[config.mk]
export PLATFORM = sky130hd
export DESIGN_NAME = branch_redirect
export DESIGN_NICKNAME = d
export VERILOG_FILES = /design/src/rtl/branch_redirect.sv
export SDC_FILE = /design/constraint.sdc
export NUM_CORES = 1
export LEC_CHECK = 0
export ABC_AREA = 1
export BUFFER_PORTS_ARGS = -buffer_cell sky130_fd_sc_hd__buf_2
export CAP_MARGIN = 20
export CELL_PAD_IN_SITES_DETAIL_PLACEMENT = 1
export CELL_PAD_IN_SITES_GLOBAL_PLACEMENT = 1
export CORE_MARGIN = 2
export CORE_UTILIZATION = 33
export CTS_CLUSTER_SIZE = 14
export DETAILED_ROUTE_END_ITERATION = 10
export GPL_TIMING_DRIVEN = 0
export HOLD_SLACK_MARGIN = 0.05
export PLACE_DENSITY = 0.85
export SETUP_SLACK_MARGIN = 0.02
export SLEW_MARGIN = 20
export SYNTH_ARGS = -nofsm -noshare
export SYNTH_HDL_FRONTEND = slang
export SYNTH_SLANG_ARGS = --single-unit
[constraint.sdc]
create_clock -name clk -period 1.7 [get_ports clk]
set_input_delay 0.34 -clock clk [delete_from_list [all_inputs] [get_ports clk]]
set_output_delay 0.34 -clock clk [all_outputs]
set_load 0.02 [all_outputs]
[src/rtl/branch_redirect.sv]
// ---------------------------------------------------------------------------
// branch_redirect
//
// Takes a resolved branch from execute (integer compare or the float compare
// behind fbeq/fbne/fblt/fbge) and checks it against the fetch-time prediction.
// A correct prediction costs nothing: the unit stays IDLE and takes the next
// branch on the very next cycle. A mispredict offers the corrected PC to
// fetch, holds flush while that offer is pending, and keeps flush high for
// DRAIN_CYCLES more cycles after fetch takes it.
//
// Handshakes: a transfer happens on a rising clk edge where valid & ready are
// both 1. A valid source holds its payload stable until that edge. ready never
// depends on valid in the same cycle. ready seen while valid=0 is ignored.
//
// Ports:
//   clk, rstn        clock (rising edge), asynchronous active-low reset
//   br_valid/ready   branch handshake from execute (ready == state IDLE)
//   br_jump, br_pred resolved outcome and fetch prediction (1 = taken)
//   br_pc, br_target PC of the branch and its taken target
//   redirect_valid/ready, redirect_pc   corrected-PC handshake into fetch
//   flush            kill everything younger than the branch (registered)
//   busy             state != IDLE
//   state_dbg        raw FSM state (0 IDLE, 1 REDIRECT, 2 DRAIN)
//
// Optional feature, macro BRANCH_STATS_EN:
//   adds parameter CNT_W and outputs stat_branches / stat_mispred, counting
//   accepted branches and accepted mispredicts (wrap modulo 2^CNT_W).
// ---------------------------------------------------------------------------
module branch_redirect #(
  parameter int DRAIN_CYCLES = 2
`ifdef BRANCH_STATS_EN
  , parameter int CNT_W = 32
`endif
) (
  input  logic        clk,
  input  logic        rstn,
  input  logic        br_valid,
  output logic        br_ready,
  input  logic        br_jump,
  input  logic        br_pred,
  input  logic [31:0] br_pc,
  input  logic [31:0] br_target,
  output logic        redirect_valid,
  input  logic        redirect_ready,
  output logic [31:0] redirect_pc,
  output logic        flush,
  output logic        busy,
  output logic [1:0]  state_dbg
`ifdef BRANCH_STATS_EN
  , output logic [CNT_W-1:0] stat_branches
  , output logic [CNT_W-1:0] stat_mispred
`endif
);

  typedef enum logic [1:0] {
    IDLE     = 2'd0,
    REDIRECT = 2'd1,
    DRAIN    = 2'd2
  } state_t;

  // Counter only needs to hold DRAIN_CYCLES-1; keep at least one bit so the
  // DRAIN_CYCLES==0 and ==1 builds still elaborate.
  localparam int DCW = (DRAIN_CYCLES > 1) ? $clog2(DRAIN_CYCLES) : 1;
  localparam logic [DCW-1:0] DRAIN_LOAD =
    (DRAIN_CYCLES > 0) ? DCW'(DRAIN_CYCLES - 1) : '0;

  state_t          state;
  logic [DCW-1:0]  drain_cnt;
  logic            accept;
  logic            mispredict;
  logic [31:0]     correct_pc;

  assign br_ready   = (state == IDLE);
  assign busy       = (state != IDLE);
  assign state_dbg  = state;
  assign accept     = br_valid & br_ready;
  assign mispredict = br_jump ^ br_pred;
  // Fall-through address wraps naturally at 2^32.
  assign correct_pc = br_jump ? br_target : (br_pc + 32'd4);

  always_ff @(posedge clk or negedge rstn) begin
    if (!rstn) begin
      state          <= IDLE;
      redirect_valid <= 1'b0;
      redirect_pc    <= 32'd0;
      flush          <= 1'b0;
      drain_cnt      <= '0;
    end else begin
      case (state)
        IDLE: begin
          if (accept && mispredict) begin
            state          <= REDIRECT;
            redirect_pc    <= correct_pc;
            redirect_valid <= 1'b1;
            flush          <= 1'b1;
          end
        end
        REDIRECT: begin
          // redirect_pc is untouched here, so it stays stable until fetch
          // takes it.
          if (redirect_ready) begin
            redirect_valid <= 1'b0;
            if (DRAIN_CYCLES > 0) begin
              state     <= DRAIN;
              drain_cnt <= DRAIN_LOAD;
            end else begin
              state <= IDLE;
              flush <= 1'b0;
            end
          end
        end
        DRAIN: begin
          if (drain_cnt == '0) begin
            state <= IDLE;
            flush <= 1'b0;
          end else begin
            drain_cnt <= drain_cnt - 1'b1;
          end
        end
        default: begin
          state          <= IDLE;
          redirect_valid <= 1'b0;
          flush          <= 1'b0;
        end
      endcase
    end
  end

`ifdef BRANCH_STATS_EN
  always_ff @(posedge clk or negedge rstn) begin
    if (!rstn) begin
      stat_branches <= '0;
      stat_mispred  <= '0;
    end else if (accept) begin
      stat_branches <= stat_branches + 1'b1;
      if (mispredict) begin
        stat_mispred <= stat_mispred + 1'b1;
      end
    end
  end
`endif

endmodule

---- After elaboration in Yosys (flattened, before gate mapping) ----
Cells that the tools add are included.
cells by class
  $add $sub $neg .......................... 2
  eq/ne operators ......................... 5
  mux-type cells .......................... 13
  bitwise logic cells ..................... 4
  reduce and logical (&&, ||, !) cells .... 9
operators with widths
  cell                   count
  $add 32x3->32 const B  1
  $mux 32                1
  $reduce_and 3->1       3
  $mux 2                 3
  $pmux 1 s3             2
  $pmux 2 s3             1
  $mux 1                 5
  $ne 2x2->1 const B     2
  $reduce_and 2->1       2
  $reduce_bool 2->1      2
  $eq 2x1->1 const B     1
  $eq 2x2->1 const B     1
  $logic_not 2->1        1
  $ne 2x1->1 const B     1
  $not 1->1              2
  $pmux 1 s2             1
  $and 1x1->1            1
  $logic_and 1x1->1      1
  $sub 1x1->1 const B    1
  $xor 1x1->1            1
word-level totals
  register bits after elaboration ......... 37
  input port bits ......................... 70
  output and inout port bits .............. 38

---- Logic depth before layout (Yosys ltp) ----
  depth after elaboration ................. 5
  gate-level depth with buffers ........... 10
  mapped depth without buffers ............ 10

---- Worst setup path before layout ----
OpenSTA, ideal clock, no wires.
  path kind ............................... register to register
  from .................................... register state[1] (netlist: state_dbg[1])
  to ...................................... register redirect_pc[14]
  library setup time ...................... 0.122 ns
  data arrival time ....................... 1.390 ns
  slack ................................... 0.188 ns
  stages on the path, launching flop included .. 7
  path buffers ............................ 2
  period minus slack after synthesis ...... 1.512 ns
  cell sequence ........................... dfrtp_1 nor2_2 nand3_2 buf_6 buf_6 a21oi_1 a21oi_1
on the way
  cells in the longest elaborated chain, start to end .. 4
ends and longest elaborated chain
  item                            line  RTL
  from (decl)                     67    state_t state;
  from (signal assigned)          83    state <= IDLE;
  from (signal assigned)          92    state <= REDIRECT;
  from (signal assigned)          104   state <= DRAIN;
  $logic_not 2->1 (*)             73    assign br_ready = (state == IDLE);
  net br_ready                    38    output logic br_ready,
  $and 1x1->1                     76    assign accept = br_valid & br_ready;
  $logic_and 1x1->1               91    if (accept && mispredict) begin
  $reduce_and 2->1 (no line) (*)  --
  to (signal assigned)            93    redirect_pc <= correct_pc;
  to (decl)                       45    output logic [31:0] redirect_pc,
The timed path passes the listed nets; every way through them passes the cells marked *.
A chain may end at the register's enable or synchronous reset.

---- Final worst setup path ----
  from .................................... register state[1] (netlist: state_dbg[1])
  to ...................................... register redirect_pc[15]
on the way
  cells in the longest elaborated chain, start to end .. 4
ends and longest elaborated chain
  item                            line
  $logic_not 2->1 (*)             73, 89
  $and 1x1->1                     76
  $logic_and 1x1->1               91
  $reduce_and 2->1 (no line) (*)  --
Every way passes the cells marked *; elsewhere a longest branch is shown, timed or not.

==> flow_summary.yaml <==
logic_synthesis:
  synth_most_common_cell: "nand2_1"
  synth_ff_type: "dfrtp_1"
  ys_ff_latch: 37
  ys_top_cells_by_count: "nand2_1, nor2_1, dfrtp_1"
  synth_area_per_cell_um2: 6.52
  synth_top_cell_by_area: "dfrtp_1"
  synthArstFlopShare_pct: 100
  netlist_instances: 416
  synth_cell_types: 29
  yosysSeqAreaShare_pct: 34.1
  yosys.area.top_type_share_pct: 34.1
  synth_edf_count: 0
  synth_area_leaders: "dfrtp_1, nand2_1, nor2_1"
  yosys_warnings: 0
  syn-num-nets: 487
  syn-cell-area_um2: 2710
critical_path:
  crit_path_top_delay_cell: "dfrtp_1"
  endpoint_kind: "flop"
  r2r_start: "state_dbg[1]"
  cp_top_family: "flip-flops"
  r2r_slack_ns: 0.18
  crit_fanout: 10
  path_class: "reg2reg"
  path_buf_inv: 2
  slowest_delay_ns: 0.46
  r2r_cells: 6
  startpoint_type: "flop"
  rr_endpoint: "redirect_pc[15]"
  required_ns: 1.88
  cp_cell_sequence: "nor2_2 -> nand3_2 -> buf_6 -> buf_6 -> a21oi_1 -> a21oi_1"
  worst-endpoint-arrival_ns: 1.69
cells_and_area:
  syn_to_final_growth_pct: 29.0
  drive_above_1_share_pct: 30.3
  final_net_count: 601
  insertedDiodeCount: 0
  final_util_pct: 43.3
  fin_cells: 636
clock_tree:
  hold_buffers: 0
  clock_path_buffers: 2
  clkTransAtPathRegs_ns: 0.08
  post-cts-setup-buffer-count: 0
  cts-root-buf: "clkbuf_8"
  cts_buffers: 5
  clkLatencyLatePin_ns: 0.29
  htree_levels: 2
  cts_tree: "yes"
  clkSinkCount: 37
  ctsResizeCount: 0
hold_path:
  hold_path.class: "in2async"
grt:
  grt_max_degree: 38
  overflow: 0
  grt_pass1_wl_um: 15100
  antenna_found_initial: 0
  grt_usage_pct: 21.6
  grt_pass1_vias: 3198
sta:
  rsz0062_at_grt: "false"
  fin_ws_ns: 0.184
  setup_viol: 0
  fin_setup_tns_ns: 0
  worstMarginPinSlew_ns: 0.862
  max_freq_ghz: 0.660
  finClkSkew_ns: 0.00544
  period_needed_ns: 1.52
  post-route-period-util_pct: 89.2
  finalHoldViolCount: 0
  whs_ns: 0.155
  max_slew_margin_pct: 42.6
  slew_viol_final: 0
power_and_ir_drop:
  combPwrFrac_pct: 46.6
  swShare_pct: 43.7
  power_density_nw_per_um2: 1260
  p_sw_mw: 1.93
  power_frac_clock_pct: 18.2
  ir_drop_uv: 394
  p_leak_nw: 1.87
  p_int_mw: 2.49
  seq_power_share_pct: 35.2
floorplanning:
  ios: 108
  die_w_um: 94.7
  start_util_pct: 33.5
  dieArea_um2: 8970
  die_h_um: 94.7
  core-area_um2: 8090
  rows: 33
detailed_routing:
  drt-vias-per-instance: 4.86
  antenna_left: 0
  firstDrtPassIters: 4
  wl_met2_um: 4740
  drt_iter0_markers: 95
  routed_wirelength_um: 9390
  wire_per_inst_um: 14.8
  num_vias: 3092
  drc: 0
  m1WireLength_um: 4080
  met3WireLength_um: 386
  dr.max_layer_used: "met4"
placed_design:
  numPortBuffers: 107
  place_congestion: 0.835
  dp_hpwl_um: 7840
  dp_slack_ns: -0.0294
  dp_cells: 628
run:
  maxCapViolations: 0
status:
  status: "finished clean"
cell type report:
| class | instances | area, um2 |
|---|---|---|
| Fill cell | 1142 | 4590 |
| Multi-Input combinational cell | 333 | 1560 |
| Sequential cell | 37 | 926 |
| Timing Repair Buffer | 107 | 536 |
| Tap cell | 105 | 131 |
| Inverter | 33 | 124 |
| Buffer | 13 | 101 |
| Clock buffer | 6 | 82.6 |
| Clock inverter | 2 | 37.5 |
registers in the layout, indices dropped and copies added, names as in the netlist:
signal and cells:
redirect_valid 1, state_dbg 2, flush 1, drain_cnt 1
redirect_pc 32
how the worst max path moves through the flow:
stage	startpoint	slack [ns]	endpoint	depth (start not counted)
after floorplan	state_dbg[1]	0.19	redirect_pc[14]	6
after global placement	br_pc[3]	0.05	redirect_pc[30]	11
after detailed placement	br_pc[3]	-0.03	redirect_pc[30]	11
after CTS	state_dbg[1]	0.20	busy	3
after global routing	state_dbg[1]	0.09	redirect_pc[15]	6
final	state_dbg[1]	0.18	redirect_pc[15]	6
logic make-up (layout without fill, tap and decap cells):
group           Yosys count  in the layout  share of synthesized area, %
flops                    37             37                          34.1
fa+ha+maj                 1              1                         0.461
compound gates           41             41                          8.57
simple gates            283            283                          46.0
xor+xnor                  8              8                          2.58
buf+inv                  46            161                          8.30
per-stage QoR:
step | power, mW | area [um2]
after CTS | 4.45 | 3500
after global placement | 3.54 | 3380
final | 4.42 | 3500
after global routing | 4.72 | 3500
after detailed placement | 3.64 | 3380
after floorplan | 2.82 | 2710
cells in the final DEF (no fill, tap or decap), types with 5 or more instances in the layout:
cell	instances
xnor2_1	7
a21oi_1	19
o21ai_1	6
nand3_1	29
nand2_1	148
inv_1	29
o21ai_0	5
nor2_2	8
buf_2	114
clkbuf_8	7
nand2_2	5
dfrtp_1	37
nor2_1	77
power groups by stage:
| stage | Clock [mW] | Combinational (mW) | Sequential (mW) |
|---|---|---|---|
| 2_1_floorplan | 0 | 0.754 | 2.06 |
| 3_3_place_gp | 0 | 1.99 | 1.55 |
| 3_5_place_dp | 0 | 2.06 | 1.57 |
| 4_1_cts | 0.816 | 2.08 | 1.56 |
| 5_1_grt | 0.853 | 2.26 | 1.60 |
| 6_report | 0.802 | 2.06 | 1.56 |
routing by layer:
layer	global-route usage [%]	vias to the layer above
met5	0	-
met4	7.37	0
met3	2.95	17
met2	38.8	66
met1	26.4	1490
li1	-	1519
(Power assumes the default switching activity.)
